<file path="config.mk">
export PLATFORM = sky130hd
export DESIGN_NAME = key_cache_ctrl
export DESIGN_NICKNAME = d
export VERILOG_FILES = /design/src/rtl/key_cache_ctrl.sv
export SDC_FILE = /design/constraint.sdc
export NUM_CORES = 2
export LEC_CHECK = 0
export ABC_CLOCK_PERIOD_IN_PS = 24500
export BUFFER_PORTS_ARGS = -buffer_cell sky130_fd_sc_hd__buf_2
export CAP_MARGIN = 30
export CORE_AREA = 2 2 305 232
export CTS_CLUSTER_SIZE = 25
export DETAILED_ROUTE_END_ITERATION = 8
export DIE_AREA = 0 0 307 234
export PLACE_DENSITY = 0.65
export REMOVE_ABC_BUFFERS = 1
export SKIP_CTS_REPAIR_TIMING = 1
export SLEW_MARGIN = 20
export SYNTH_ARGS = -nofsm -noshare
export SYNTH_HDL_FRONTEND = slang
export SYNTH_SLANG_ARGS = --single-unit
</file>
<file path="constraint.sdc">
create_clock -name clk_i -period 24.5 [get_ports clk_i]
set_input_delay 4.9 -clock clk_i [delete_from_list [all_inputs] [get_ports clk_i]]
set_output_delay 4.9 -clock clk_i [all_outputs]
set_load 0.02 [all_outputs]
</file>
<file path="src/rtl/key_cache_ctrl.sv">
// Tag store and control FSM for the 4-slot SM4 round-key cache.
// Optional statistics counters are built when KEY_CACHE_STATS_EN is defined.
module key_cache_ctrl #(
  parameter int TAG_WIDTH = 128
) (
  input  logic                 clk_i,
  input  logic                 reset_i,
  input  logic                 lookup_v_i,
  input  logic [TAG_WIDTH-1:0] lookup_tag_i,
  output logic                 lookup_ready_o,
  output logic                 resp_v_o,
  output logic [1:0]           resp_slot_o,
  output logic                 resp_hit_o,
  input  logic                 resp_ready_i,
  output logic                 fill_v_o,
  output logic [1:0]           fill_slot_o,
  output logic [TAG_WIDTH-1:0] fill_tag_o,
  input  logic                 fill_ready_i,
  input  logic                 fill_done_i,
  input  logic                 invalidate_i,
  output logic [1:0]           lru_access1_o,
  output logic                 lru_v1_o,
  output logic [1:0]           lru_access2_o,
  output logic                 lru_v2_o,
  input  logic [1:0]           lru_replace_i,
  output logic [15:0]          hit_cnt_o,
  output logic [15:0]          miss_cnt_o
);

  typedef enum logic [2:0] {
    IDLE      = 3'd0,
    COMPARE   = 3'd1,
    FILL_REQ  = 3'd2,
    FILL_WAIT = 3'd3,
    RESP      = 3'd4
  } state_t;

  state_t               state, state_nxt;
  logic [3:0]           valid;
  logic [TAG_WIDTH-1:0] tags [4];
  logic [TAG_WIDTH-1:0] tag_q;
  logic [1:0]           slot_q;
  logic                 hit_q;

  logic       hit;
  logic [1:0] hit_slot;
  logic [1:0] victim;

  function automatic logic [15:0] sat_inc(input logic [15:0] v);
    return (v == 16'hFFFF) ? v : v + 16'd1;
  endfunction

  // Parallel tag compare; victim prefers the lowest invalid slot over the LRU pick.
  always_comb begin
    hit      = 1'b0;
    hit_slot = 2'd0;
    victim   = lru_replace_i;
    for (int i = 0; i < 4; i++) begin
      if (valid[i] && tags[i] == tag_q) begin
        hit      = 1'b1;
        hit_slot = 2'(i);
      end
    end
    for (int i = 3; i >= 0; i--) begin
      if (!valid[i]) victim = 2'(i);
    end
  end

  always_comb begin
    state_nxt = state;
    case (state)
      IDLE:      if (lookup_v_i)   state_nxt = COMPARE;
      COMPARE:   state_nxt = hit ? RESP : FILL_REQ;
      FILL_REQ:  if (fill_ready_i) state_nxt = FILL_WAIT;
      FILL_WAIT: if (fill_done_i)  state_nxt = RESP;
      RESP:      if (resp_ready_i) state_nxt = IDLE;
      default:   state_nxt = IDLE;
    endcase
  end

  always_ff @(posedge clk_i or posedge reset_i) begin
    if (reset_i) state <= IDLE;
    else         state <= state_nxt;
  end

  always_ff @(posedge clk_i or posedge reset_i) begin
    if (reset_i) begin
      valid  <= '0;
      tag_q  <= '0;
      slot_q <= 2'd0;
      hit_q  <= 1'b0;
      for (int i = 0; i < 4; i++) tags[i] <= '0;
    end else begin
      if (state == IDLE && lookup_v_i) tag_q <= lookup_tag_i;
      if (state == COMPARE) begin
        slot_q <= hit ? hit_slot : victim;
        hit_q  <= hit;
      end
      if (invalidate_i)                           valid         <= '0;
      else if (state == FILL_REQ && fill_ready_i) valid[slot_q] <= 1'b0;
      // A completing fill overrides a simultaneous invalidate for its own slot.
      if (state == FILL_WAIT && fill_done_i) begin
        valid[slot_q] <= 1'b1;
        tags[slot_q]  <= tag_q;
      end
    end
  end

  assign lookup_ready_o = (state == IDLE);
  assign resp_v_o       = (state == RESP);
  assign resp_slot_o    = slot_q;
  assign resp_hit_o     = hit_q;
  assign fill_v_o       = (state == FILL_REQ);
  assign fill_slot_o    = slot_q;
  assign fill_tag_o     = tag_q;
  assign lru_v1_o       = (state == COMPARE) && hit;
  assign lru_access1_o  = lru_v1_o ? hit_slot : 2'd0;
  assign lru_v2_o       = (state == FILL_WAIT) && fill_done_i;
  assign lru_access2_o  = lru_v2_o ? slot_q : 2'd0;

`ifdef KEY_CACHE_STATS_EN
  logic [15:0] hit_cnt, miss_cnt;

  always_ff @(posedge clk_i or posedge reset_i) begin
    if (reset_i) begin
      hit_cnt  <= 16'd0;
      miss_cnt <= 16'd0;
    end else if (state == COMPARE) begin
      if (hit) hit_cnt  <= sat_inc(hit_cnt);
      else     miss_cnt <= sat_inc(miss_cnt);
    end
  end

  assign hit_cnt_o  = hit_cnt;
  assign miss_cnt_o = miss_cnt;
`else
  assign hit_cnt_o  = 16'd0;
  assign miss_cnt_o = 16'd0;
`endif

endmodule

</file>
==> Word level (Yosys, flattened, before mapping) <==
Index checks and enable logic that the tools add are counted.
{ "totals": {"register_bits": 650, "output_inout_bits": 174} }
{ "classes": {"reduce_logical": 12, "eq_ne": 12, "n_lt_le_gt_ge": 4, "bitwise": 4, "mux": 28} }
{ "op_table": {"columns": ["cell", "count"], "rows": [
  ["$bwmux W512", 1],
  ["$eq A128 B128 Y1", 4],
  ["$demux W128 S2", 1],
  ["$mux W128", 1],
  ["$mux W2", 9],
  ["$mux W3", 5],
  ["$pmux W3 S5", 1],
  ["$mux W4", 3],
  ["$logic_and A1 B1 Y1", 10],
  ["$eq A3 B2 Y1 const B", 2],
  ["$mux W1", 6],
  ["$and A4 B4 Y4", 1],
  ["$ne A2 B1 Y1 const B", 2],
  ["$ne A2 B2 Y1 const B", 2],
  ["$not A4 Y4", 1],
  ["$or A4 B4 Y4", 1],
  ["$reduce_and A4 Y1", 1],
  ["$eq A3 B1 Y1 const B", 1],
  ["$eq A3 B3 Y1 const B", 1],
  ["$ge A3 B3 Y1 const B", 1],
  ["$logic_not A3 Y1", 1],
  ["$lt A2 B3 Y1 const B", 1],
  ["$lt A3 B1 Y1 const B", 1],
  ["$not A2 Y3", 1],
  ["2 further kinds", 2]
]} }

==> Logic depth before layout (Yosys ltp) <==
{ "logic_depth": {"word_depth": 10, "mapped_depth": 11, "depth_no_buf": 8} }

==> Least setup slack after synthesis <==
Ideal clock, no wire load.
{ "synth_timing": {"path_type": "input port to output port", "start": "input fill_done_i", "end": "output lru_access2_o[0]", "setup_slack_ps": 13881, "arrival_ps": 5719, "cell_stages": 4, "path_cell_list": "nand2_1 > nor2_1 > nand2_1 > inv_1"} }
{ "synth_between": {"elab_chain_cells": 2} }
{ "synth_lines": {"columns": ["item", "line", "source"], "rows": [
  ["start: declaration", "19", "input logic fill_done_i,"],
  ["$logic_and A1 B1 Y1", "118", "assign lru_v2_o = (state == FILL_WAIT) && fill_done_i;"],
  ["named net lru_v2_o", "24", "output logic lru_v2_o,"],
  ["$mux W2", "119", "assign lru_access2_o = lru_v2_o ? slot_q : 2'd0;"],
  ["end: declaration", "23", "output logic [1:0] lru_access2_o,"]
]} }
The timed path passes the listed nets, and every way through them passes these cells.

==> Worst setup path after layout <==
{ "layout_timing": {"start": "input fill_done_i", "end": "output lru_access2_o[0]"} }
{ "layout_between": {"elab_chain_cells": 2} }
{ "layout_lines": {"columns": ["item", "line"], "rows": [
  ["$logic_and A1 B1 Y1", "118"],
  ["$mux W2", "119"]
]} }
Every way passes these cells.

==> impl_results.md <==
- Status: complete, no violations
- Fill count: 6166
- Htree depth: 3
- Wirelength per Cell: 27.9 um
- Number of global-route vias before repair: 21200
- Post-synthesis cell area: 30700 um^2
- Initial Utilization: 44.3%
- Total Wirelength: 106000 um
- VDD IR max: 0.0000874 V
- Clock sinks: 650
- Internal: 3100 uW
- Largest area contributor in the synthesized netlist: dfrtp_1
- Maximum root-to-sink buffer count: 3
- Synthesized area per cell: 11.6 um^2
- Die area: 71800 um^2
- Largest net degree at the start of global routing: 176
- GRT overflow: 0
- Least-Margin Pin Slew: 1.23 ns
- Drt pass-1 iters: 7
- Die Y: 234 um
- Fmax: 91.8 MHz
- Final total power: 5450 uW
- Crit path max-delay cell type: nor2_1
- Share of layout cells above drive strength 1: 30.9%
- Ys Warns: 0
- Io pins: 311
- Post-route cell area: 35200 um^2
- Asr flop ratio synth: 100%
- Synth area leaders: dfrtp_1 53%, mux2_2 16%, xnor2_1 6.6%
- First-pass GRT wire length: 152000 um
- Pins over their slew limit: 0
- CP delay by family, top: simple AND/OR/NAND/NOR gates
- Sequential share of power: 41.0%
- Hold Crit Class: flip-flop to flip-flop
- CP startpoint kind: input pin
- Finish-stage setup viols: 0
- Reg clk slew, reported paths: 0.06 ns
- Gr usage total: 29.7%
- Worst EP arrival: 5.99 ns
- Post-synth top flop: dfrtp_1
- Comb pwr share: 39.1%
- Worst rel slew slack: 17.2%
- CTS tree: yes
- Post-DP HPWL: 78500 um
- P&R area growth vs syn: 14.9%
- Fin nets: 2991
- Pwr Density: 155 nW/um^2
- Number of nets with antenna violations after routing: 0
- DRC viols: 0
- Unrepaired setup endpoints after global routing: false
- Vias: 21600
- Num rows: 84
- Root Buffer: clkbuf_16
- Worst setup EP type: primary output
- Placeable Area: 69200 um^2
- Tcrit/Tclk final: 44.5%
- Max_cap viols: 0
- Critical Path RT: 19.60 ns
- CTS buffer count: 70
- Number of flops mapped to enable cells by yosys: 0
- Final Skew: 0.0233 ns
- CP cell instances: buf_2 -> nand2_1 -> nor2_1 -> nand2_1 -> inv_1 -> buf_2
- Initial antenna violation count: 7
- Routed vias/inst: 5.67
- Switching share of power: 43.2%
- Final Hold Fails: 0
- RD Place Congestion: 0.959
- CP max stage delay: 0.40 ns
- Port Buffer Count: 278
- Post-synthesis cell count: 2640
- Register bit count reported by yosys: 650
- Area of the multi-input gates: 13100 um^2
- Switching pwr: 2350 uW
- Leak pwr: 0.0159 uW
- Yosys top cell area share: 53.1%
- Clock power frac: 19.9%
- Final worst path period need: 10.89 ns
- Die W: 307 um
- Dpl cell area: 32700 um^2
- Setup_tns: 0 ns
- Sequential-to-total area share from yosys stat: 53.1%
- Area occupied by registers: 16300 um^2
- Critical path peak fanout: 6
- Clock insertion delay at the later pin of the skew report: 0.63 ns
- Buffers & Inverters on Critical Path: 3
- Unique masters post-synth: 52
- Critical path class: input pin to primary output
- DR iter-0 viols: 1887
[synth_stat cells, types with 20 or more instances]
master and n:
nand4_1 71, clkbuf_1 149, xnor2_1 232, nand2_1 213, o2111ai_1 37, buf_4 35
dfrtp_1 650, nor2b_1 58, mux2_2 447, nor4_1 62, xor2_1 80, o2bb2ai_1 21
nand2b_1 113, o21ai_0 196, o22ai_1 39, inv_1 101, buf_2 20
[cell usage in the layout (no fill, tap or decap), types with 5 or more instances in the layout]
cell and instances:
a22o_1 10, conb_1 32, dfrtp_1 650, nand3_1 5, nor4_1 62, inv_1 100
o22ai_1 39, nor2_1 8, clkbuf_1 21, buf_4 43, nand4_1 71, xnor2_1 232
a2111oi_0 10, clkbuf_8 14, diode_2 6, clkbuf_16 73, nor2b_1 58, o2bb2ai_1 21
or2b_1 5, buf_2 280, xor2_1 80, o21ai_0 196, mux2_2 447, nand2b_1 113
nand2_1 211, o221ai_1 6, o2111ai_1 37, buf_16 7, clkinv_2 8, a2111o_1 12
[final cells by class]
cell class / count / area share [%]
Antenna cell: 6 / 0.0426
Clock buffer: 108 / 5.96
Clock inverter: 19 / 0.668
Inverter: 102 / 1.12
Multi-Input combinational cell: 1699 / 37.3
Sequential cell: 650 / 46.2
Tap cell: 903 / 3.21
Timing Repair Buffer: 331 / 5.50
[worst paths after layout]
kind	slack, ns	start	to	cells past startpoint
min in group asynchronous	4.45	reset_i	fill_tag_o[46]$_DFFE_PP0P_	2
max reg2reg	20.74	fill_tag_o[46]$_DFFE_PP0P_	fill_slot_o[0]$_DFFE_PP0N_	7
max in group asynchronous	17.82	reset_i	tags[324]$_DFFE_PP0P_	5
max	13.61	fill_done_i	lru_access2_o[0]	6
min	0.50	tags[33]$_DFFE_PP0P_	tags[33]$_DFFE_PP0P_	2
min reg2reg	0.50	tags[33]$_DFFE_PP0P_	tags[33]$_DFFE_PP0P_	2
[layer usage]
metal / share of wire (%) / track usage, % / up-vias / wire length [um]
li1: - / - / 9517 / -
met1: 47 / 44.1 / 11300 / 49600
met2: 44 / 45.7 / 742 / 47200
met3: 6.9 / 4.80 / 120 / 7310
met4: 2.2 / 6.91 / 2 / 2340
met5: 0.0038 / 0 / - / 4
[per-stage QoR]
stage                     hold WS, ns  utilization (%)  std cells  setup slack (ns)
after global placement          0.472             47.2       3676             13.65
final                           0.499             50.9       3818             13.61
after detailed placement        0.479             47.3       3679             13.64
after floorplan                 0.450                -       2451              1.39
after global routing            0.514             50.9       3812             13.54
after CTS                       0.497             50.7       3806             13.64
[cell families after synthesis]
family | share of synthesized area (%)
AO/OA/AOI/OAI | 7.33
buffers and inverters | 4.54
other | 0.0122
XOR/XNOR | 8.92
flip-flops | 53.1
AND/OR/NAND/NOR | 9.69
multiplexers | 16.5
[power groups by stage]
stage	clock [uW]	combinational, uW	sequential, uW
after floorplan	0	1210	2120
after global placement	0	2080	2210
after detailed placement	0	2110	2240
after CTS	1100	2120	2220
after global routing	1150	2280	2290
final	1090	2130	2240
[tightest hold or removal path, delay by kind of cell, from the launching register on]
family / cells / cell delay [ns]
compound gates: 1 / 0.06
simple gates: 1 / 0.05
flops: 1 / 0.36
[flip-flops by register name, indices dropped and copies added (netlist names)]
register / count
fill_slot_o: 2
tags: 512
valid: 4
state: 3
fill_tag_o: 128
resp_hit_o: 1
No activity file was read; power rests on OpenSTA's default activity.
